**src/rtl/zl_ts_null_mux_pkg.sv**
```systemverilog
// Transport-stream constants shared by the null-packet mux and its generator:
// packet geometry, sync/null header bytes and FSM state encodings.
package zl_ts_null_mux_pkg;

    localparam int unsigned TS_BYTE_W  = 8;
    localparam int unsigned TS_PKT_LEN = 188;

    localparam logic [TS_BYTE_W-1:0] TS_SYNC     = 8'h47;
    localparam logic [TS_BYTE_W-1:0] TS_NULL_H1  = 8'h1F;
    localparam logic [TS_BYTE_W-1:0] TS_NULL_H2  = 8'hFF;
    localparam logic [TS_BYTE_W-1:0] TS_NULL_H3  = 8'h10;
    localparam logic [TS_BYTE_W-1:0] TS_STUFF    = 8'hFF;
    localparam logic [TS_BYTE_W-1:0] TS_LAST_IDX = 8'(TS_PKT_LEN - 1);

    localparam int unsigned ST_W = 2;
    localparam logic [ST_W-1:0] ST_IDLE = 2'd0;
    localparam logic [ST_W-1:0] ST_PASS = 2'd1;
    localparam logic [ST_W-1:0] ST_NULL = 2'd2;

endpackage

```
**src/rtl/zl_ts_null_mux_null_gen.sv**
```systemverilog
// Null-packet byte lookup: maps a byte index within the packet to the
// corresponding byte of a null TS packet (header 47 1F FF 10, then stuffing).
module zl_ts_null_gen
    import zl_ts_null_mux_pkg::*;
(
    input  logic [TS_BYTE_W-1:0] idx_i,
    output logic [TS_BYTE_W-1:0] byte_o
);

    // Header bytes by index, stuffing everywhere else
    always_comb begin
        byte_o = TS_STUFF;
        case (idx_i)
            8'd0:    byte_o = TS_SYNC;
            8'd1:    byte_o = TS_NULL_H1;
            8'd2:    byte_o = TS_NULL_H2;
            8'd3:    byte_o = TS_NULL_H3;
            default: byte_o = TS_STUFF;
        endcase
    end

endmodule

```
**src/rtl/zl_ts_null_mux.sv**
```systemverilog
// TS null-packet mux: forwards whole 188-byte user packets to the DVB-S core
// and, when ZL_TS_NULL_INSERT_EN is defined, fills idle gaps at packet
// boundaries with generated null packets. Without the macro the block only
// resynchronises on 0x47 and passes user packets through.
// The data path is a zero-latency req/ack pass-through; only the FSM,
// counters and the two status pulses are registered.
module zl_ts_null_mux
    import zl_ts_null_mux_pkg::*;
#(
    parameter int unsigned Idle_timeout = 16
) (
    input  logic                 clk,
    input  logic                 rst_n,
    input  logic [TS_BYTE_W-1:0] ts_in_data,
    input  logic                 ts_in_req,
    output logic                 ts_in_ack,
    output logic [TS_BYTE_W-1:0] data_out,
    output logic                 data_out_req,
    input  logic                 data_out_ack,
    output logic                 sync_err,
    output logic                 null_pkt
);

    if (Idle_timeout < 1 || Idle_timeout > 255) begin : g_bad_timeout
        $error("zl_ts_null_mux: Idle_timeout must be in 1..255");
    end

    logic [ST_W-1:0]      state_q, state_d;
    logic [TS_BYTE_W-1:0] byte_q, byte_d;
    logic                 sync_err_q, sync_err_d;
    logic                 null_pkt_q, null_pkt_d;

`ifdef ZL_TS_NULL_INSERT_EN
    localparam logic [TS_BYTE_W-1:0] IDLE_LAST = 8'(Idle_timeout - 1);

    logic [TS_BYTE_W-1:0] idle_q, idle_d;
    logic [TS_BYTE_W-1:0] null_byte;

    zl_ts_null_gen u_null_gen (
        .idx_i  (byte_q),
        .byte_o (null_byte)
    );
`endif

    // State, counters and status pulses
    always_ff @(posedge clk or negedge rst_n) begin
        if (!rst_n) begin
            state_q    <= ST_IDLE;
            byte_q     <= '0;
            sync_err_q <= 1'b0;
            null_pkt_q <= 1'b0;
`ifdef ZL_TS_NULL_INSERT_EN
            idle_q     <= '0;
`endif
        end else begin
            state_q    <= state_d;
            byte_q     <= byte_d;
            sync_err_q <= sync_err_d;
            null_pkt_q <= null_pkt_d;
`ifdef ZL_TS_NULL_INSERT_EN
            idle_q     <= idle_d;
`endif
        end
    end

    // Boundary scheduling, packet byte counting and the output data path
    always_comb begin
        state_d      = state_q;
        byte_d       = byte_q;
        sync_err_d   = 1'b0;
        null_pkt_d   = 1'b0;
        ts_in_ack    = 1'b0;
        data_out     = '0;
        data_out_req = 1'b0;
`ifdef ZL_TS_NULL_INSERT_EN
        idle_d       = idle_q;
`endif

        case (state_q)
            ST_IDLE: begin
                if (ts_in_req) begin
                    if (ts_in_data == TS_SYNC) begin
                        // Sync byte stays on the bus; PASS forwards it
                        state_d = ST_PASS;
                        byte_d  = '0;
`ifdef ZL_TS_NULL_INSERT_EN
                        idle_d  = '0;
`endif
                    end else begin
                        // Discard: the async reset keeps the source from being acked
                        ts_in_ack  = rst_n;
                        sync_err_d = 1'b1;
`ifdef ZL_TS_NULL_INSERT_EN
                        idle_d     = '0;
`endif
                    end
                end
`ifdef ZL_TS_NULL_INSERT_EN
                else if (idle_q == IDLE_LAST) begin
                    state_d    = ST_NULL;
                    byte_d     = '0;
                    idle_d     = '0;
                    null_pkt_d = 1'b1;
                end else begin
                    idle_d = idle_q + 8'd1;
                end
`endif
            end

            ST_PASS: begin
                data_out     = ts_in_data;
                data_out_req = ts_in_req;
                ts_in_ack    = data_out_ack;
                if (ts_in_req && data_out_ack) begin
                    if (byte_q == TS_LAST_IDX) begin
                        state_d = ST_IDLE;
                        byte_d  = '0;
                    end else begin
                        byte_d = byte_q + 8'd1;
                    end
                end
            end

`ifdef ZL_TS_NULL_INSERT_EN
            ST_NULL: begin
                data_out     = null_byte;
                data_out_req = 1'b1;
                if (data_out_ack) begin
                    if (byte_q == TS_LAST_IDX) begin
                        state_d = ST_IDLE;
                        byte_d  = '0;
                    end else begin
                        byte_d = byte_q + 8'd1;
                    end
                end
            end
`endif

            default: begin
                state_d = ST_IDLE;
                byte_d  = '0;
            end
        endcase
    end

    assign sync_err = sync_err_q;
    assign null_pkt = null_pkt_q;

endmodule

```
**config.mk**
```make
export PLATFORM = sky130hd
export DESIGN_NAME = zl_ts_null_mux
export DESIGN_NICKNAME = d
export VERILOG_FILES = /design/src/rtl/zl_ts_null_mux_pkg.sv /design/src/rtl/zl_ts_null_mux_null_gen.sv /design/src/rtl/zl_ts_null_mux.sv
export SDC_FILE = /design/constraint.sdc
export NUM_CORES = 1
export LEC_CHECK = 0
export ABC_AREA = 1
export CAP_MARGIN = 20
export CORE_UTILIZATION = 48
export DETAILED_ROUTE_END_ITERATION = 8
export PLACE_DENSITY_LB_ADDON = 0.25
export SKIP_CTS_REPAIR_TIMING = 1
export SLEW_MARGIN = 40
export SYNTH_ARGS = -nofsm -noshare
export SYNTH_HDL_FRONTEND = slang
export SYNTH_HIERARCHICAL = 1
export SYNTH_SLANG_ARGS = --single-unit
```
**constraint.sdc**
```tcl
create_clock -name clk -period 2.1 [get_ports clk]
set_clock_uncertainty 0.1 [all_clocks]
set_input_delay 0.42 -clock clk [delete_from_list [all_inputs] [get_ports clk]]
set_output_delay 0.42 -clock clk [all_outputs]
set_load 0.005 [all_outputs]
```
==> Yosys cells after proc, flatten, opt, wreduce, memory -nomap -nowiden <==
Index checks and enable logic that the tools add are counted.
{ "op_classes": {"div_mod_pow": 0, "magnitude_cmp": 0, "n_reduce_logical": 4, "shifts": 0, "bitwise_logic": 0, "multipliers": 0, "mux": 18, "n_eq_ne": 7, "n_addsub": 1} }
{ "op_table": {"columns": ["op", "n"], "rows": [
  ["8-bit two-way mux", 5],
  ["8-bit case mux with 2 select lines", 1],
  ["8-bit by 1-bit adder with 8-bit output (second input constant)", 1],
  ["8-bit by 7-bit == test with 1-bit output (second input constant)", 1],
  ["8-bit == test (second input constant)", 1],
  ["2-bit two-way mux", 4],
  ["2-bit inequality test (second input constant)", 4],
  ["1-bit two-way mux", 6],
  ["2-bit case mux with 2 select lines", 1],
  ["4-bit AND reduction", 1],
  ["3-bit AND reduction", 1],
  ["2-bit by 1-bit == test with 1-bit output (second input constant)", 1],
  ["2-bit zero test", 1],
  ["1-bit case mux with 2 select lines", 1],
  ["1-bit logical AND", 1]
]} }
{ "word_totals": {"register_bits": 11, "output_inout_bits": 12, "inputBits": 12, "mem_bits_ro": 0, "mem_bits_rw": 0, "latchBits": 0, "mem_count": 0} }

==> Logic depth before layout (Yosys ltp) <==
{ "depth": {"ltp_word": 4, "mapped_depth": 9, "mapped_depth_nobuf": 9} }

==> Least setup slack after synthesis <==
No wires, ideal clock.
{ "synth_timing": {"path_type": "input -> output", "start": "input port ts_in_data[7]", "end": "output port ts_in_ack", "required_time_ns": 1.580, "path_slack_ns": 0.706, "arrival_ns": 0.874, "stages": 8, "cell_sequence": "inv_1 > nand2_1 > nor2_1 > nand2_1 > nand2_1 > nor2_1 > nand2_1 > o21ai_0"} }
{ "synth_via": {"elab_chain_cells": 4} }
{ "synth_rtl": {"columns": ["element", "line_no", "text"], "rows": [
  ["start, declared", "zl_ts_null_mux.sv:14", "input logic [TS_BYTE_W-1:0] ts_in_data,"],
  ["8-bit by 7-bit == test with 1-bit output", "zl_ts_null_mux.sv:82", "if (ts_in_data == TS_SYNC) begin"],
  ["1-bit two-way mux", "zl_ts_null_mux.sv:82", null],
  ["1-bit two-way mux", "zl_ts_null_mux.sv:81", "if (ts_in_req) begin"],
  ["1-bit case mux with 2 select lines", "zl_ts_null_mux.sv:79", "case (state_q)"],
  ["end, declared", "zl_ts_null_mux.sv:16", "output logic ts_in_ack,"]
]} }
Every way passes these cells.

==> Worst setup path after layout <==
{ "layout_timing": {"start": "input port ts_in_data[4]", "end": "output port data_out[4]"} }
{ "layout_via": {"elab_chain_cells": 1} }
{ "layout_rtl": {"columns": ["element", "line_no", "text"], "rows": [
  ["8-bit two-way mux", "zl_ts_null_mux.sv:79", null],
  ["end, declared", "zl_ts_null_mux.sv:17", "output logic [TS_BYTE_W-1:0] data_out,"]
]} }
Every way passes these cells.

==> results.sh <==
export IMPL_min_path_type="input port to async pin"
export IMPL_nets=157
export IMPL_drive_gt1_frac=0.1690
export IMPL_drt_pre_antenna_iters=4
export IMPL_row_count=13
export IMPL_grt_pass1_wl_mm=2.994
export IMPL_cap_violations=0
export IMPL_io_buffers=22
export IMPL_yosys_warnings=6
export IMPL_antenna_left=0
export IMPL_period_share=0.9742
export IMPL_cts_root_buf="clkbuf_4"
export IMPL_synthArstFlopShare=1.000
export IMPL_hold_viol=0
export IMPL_cts_tree="yes"
export IMPL_synthCells=114
export IMPL_clk_pin_slew_ns=0.06
export IMPL_cp_max_fo=2
export IMPL_synth_most_common_cell="nand2_1"
export IMPL_grt_ovfl_total=0
export IMPL_pre_cts_ws_ns=-0.3445
export IMPL_max_freq_mhz=488.8
export IMPL_postRouteWirelength_mm=1.793
export IMPL_p_leak_nw=0.5927
export IMPL_area_growth_pct=38.60
export IMPL_cp_cell_sequence="clkdlybuf4s50_1, nand2_1, inv_1, clkdlybuf4s50_1"
export IMPL_cp_buffers_inverters=3
export IMPL_gp_congestion=0.7921
export IMPL_vias_per_cell=4.949
export IMPL_dp_hpwl_mm=1.448
export IMPL_fill_cells=104
export IMPL_synth_ff_type="dfrtp_1"
export IMPL_arrival_ns=1.53
export IMPL_yosysTopAreaCell="dfrtp_1"
export IMPL_postLayoutCoreUtil=0.7538
export IMPL_yosys_top_cells_area="dfrtp_1, nand2_1, inv_1"
export IMPL_status="completed"
export IMPL_antenna_found_initial=0
export IMPL_drc=0
export IMPL_fin_ws_ns=0.05420
export IMPL_antenna_cells=0
export IMPL_cp_common_cell="clkdlybuf4s50_1"
export IMPL_r2r_setup_slack_ns=0.70
export IMPL_period_minus_slack_ns=2.046
export IMPL_die_height_um=41.58
export IMPL_numCtsBuffers=3
export IMPL_maxSlewViolCount=0
export IMPL_avgSynthCellArea_um2=6.596
export IMPL_yosysSeqAreaShare=0.3328
export IMPL_rsz0062_at_grt="yes"
export IMPL_critical_path_top_delay_family="buffers and inverters"
export IMPL_cp_data_required_time_ns=1.58
export IMPL_clock_tree_buffer_depth=2
export IMPL_start_util=0.5439
export IMPL_h_tree_depth=1
export IMPL_max_vdd_ir_drop_mv=0.5396
export IMPL_cp_start_kind="input port"
export IMPL_clk_latency_ns=0.26
export IMPL_critPathCaptureType="output port"
export IMPL_num_io_pins=24
export IMPL_synth_cell_type_count=21
export IMPL_synth_top_area_frac=0.3328
export IMPL_vias=777
export IMPL_drt_initial_drc_count=24
export IMPL_cts_sinks=10
export IMPL_grtUsageTotal=0.2277
export IMPL_yosys_top_cells_count="nand2_1, inv_1, dfrtp_1"
export IMPL_cpPeakStageDelay_ns=0.51
export IMPL_setup_viol=0
export IMPL_routedWlPerCell_um=11.42
export IMPL_power_density_nw_per_um2=743.9
export IMPL_critical_path_class="input port to output port"
export IMPL_die_w_um=41.58
export IMPL_core_area_um2=1383
export IMPL_synth_seq_cells=10
export IMPL_grt_max_degree=18
export IMPL_die_area_um2=1729
export IMPL_grt_pass1_vias=676
export IMPL_critical_path_slowest_cell="clkdlybuf4s50_1"
export IMPL_syn_nets=127
export IMPL_synth_edf_count=0
export IMPL_synthesis_area_um2=752.0
-- logic make-up after synthesis --
kind of cell,count (synthesis),share of synthesized area
buffers and inverters,30,0.1714
AND/OR/NAND/NOR,60,0.3777
flip-flops,10,0.3328
adder cells (fa/ha/maj),1,0.01664
AO/OA/AOI/OAI,12,0.09649
other,1,0.004987
-- power by group --
part / switching (mW) / total [mW] / internal, mW
logic: 0.180 / 0.346 / 0.166
registers: 0.0584 / 0.304 / 0.245
clock network: 0.0598 / 0.126 / 0.0659
total: 0.298 / 0.775 / 0.477
-- metal layers --
layer	GRT usage	share of wire	vias up
li1	-	-	400
met1	0.2975	0.44	351
met2	0.3656	0.52	24
met3	0.06957	0.038	2
met4	0.05806	0.0045	0
met5	0	0	-
-- cells in the final DEF, fill, tap and decap left out --
| cell type | netlist | layout |
|---|---|---|
| a21oi_2 | 1 | 1 |
| buf_4 | 2 | 7 |
| clkbuf_2 | 0 | 1 |
| clkbuf_4 | 0 | 3 |
| clkdlybuf4s50_1 | 0 | 20 |
| conb_1 | 1 | 1 |
| dfrtp_1 | 10 | 10 |
| dlymetal6s2s_1 | 0 | 1 |
| ha_1 | 1 | 1 |
| inv_1 | 24 | 24 |
| inv_2 | 2 | 2 |
| nand2_1 | 35 | 34 |
| nand2_2 | 4 | 5 |
| nand3_1 | 7 | 7 |
| nand3_4 | 1 | 1 |
| nand4_1 | 3 | 3 |
| nor2_1 | 8 | 7 |
| nor2_2 | 1 | 1 |
| nor2_4 | 0 | 1 |
| nor2_8 | 1 | 1 |
| o21ai_0 | 1 | 1 |
| o21ai_1 | 7 | 7 |
| o21ai_2 | 1 | 1 |
| o21bai_1 | 2 | 2 |
-- sequential cells by signal, indices dropped and copies added (netlist names) --
register,cells
sync_err,1
byte_q,8
state_q,1
-- stage by stage --
| step | instance area, µm² | std cells | hold slack, ns | total power, mW | TNS, ns |
|---|---|---|---|---|---|
| floorplan | 752.0 | 114 | 0.02441 | 0.5025 | 0 |
| global placement | 1012 | 154 | 0.3905 | 0.6270 | -0.3223 |
| detailed placement | 1012 | 154 | 0.4163 | 0.6480 | -0.3678 |
| CTS | 1035 | 157 | 0.4106 | 0.7766 | -0.3794 |
| global route | 1042 | 157 | 0.4259 | 0.8353 | -0.06390 |
| finish | 1042 | 157 | 0.3942 | 0.7753 | 0 |
-- final timing paths --
| check | from | endpoint | cells after the start |
|---|---|---|---|
| worst min-delay path | rst_n | byte_q[3]$_DFFE_PN0P_ | 2 |
| min in group clk | byte_q[7]$_DFFE_PN0P_ | byte_q[7]$_DFFE_PN0P_ | 2 |
| worst max-delay path | ts_in_data[4] | data_out[4] | 4 |
| worst min register to register | byte_q[7]$_DFFE_PN0P_ | byte_q[7]$_DFFE_PN0P_ | 2 |
| max in group asynchronous | rst_n | sync_err$_DFF_PN0_ | 2 |
| worst max register to register | byte_q[1]$_DFFE_PN0P_ | byte_q[5]$_DFFE_PN0P_ | 8 |
-- final cells by class --
class	instances	area (µm²)	share of cell area
clock buffer	3	22.52	0.02161
inverter	26	97.59	0.09364
multi-input combinational	74	382.9	0.3673
sequential	10	250.2	0.2401
tap	15	18.77	0.01801
timing repair buffer	29	270.3	0.2593
Note: power is estimated with default switching activity, not from simulation.
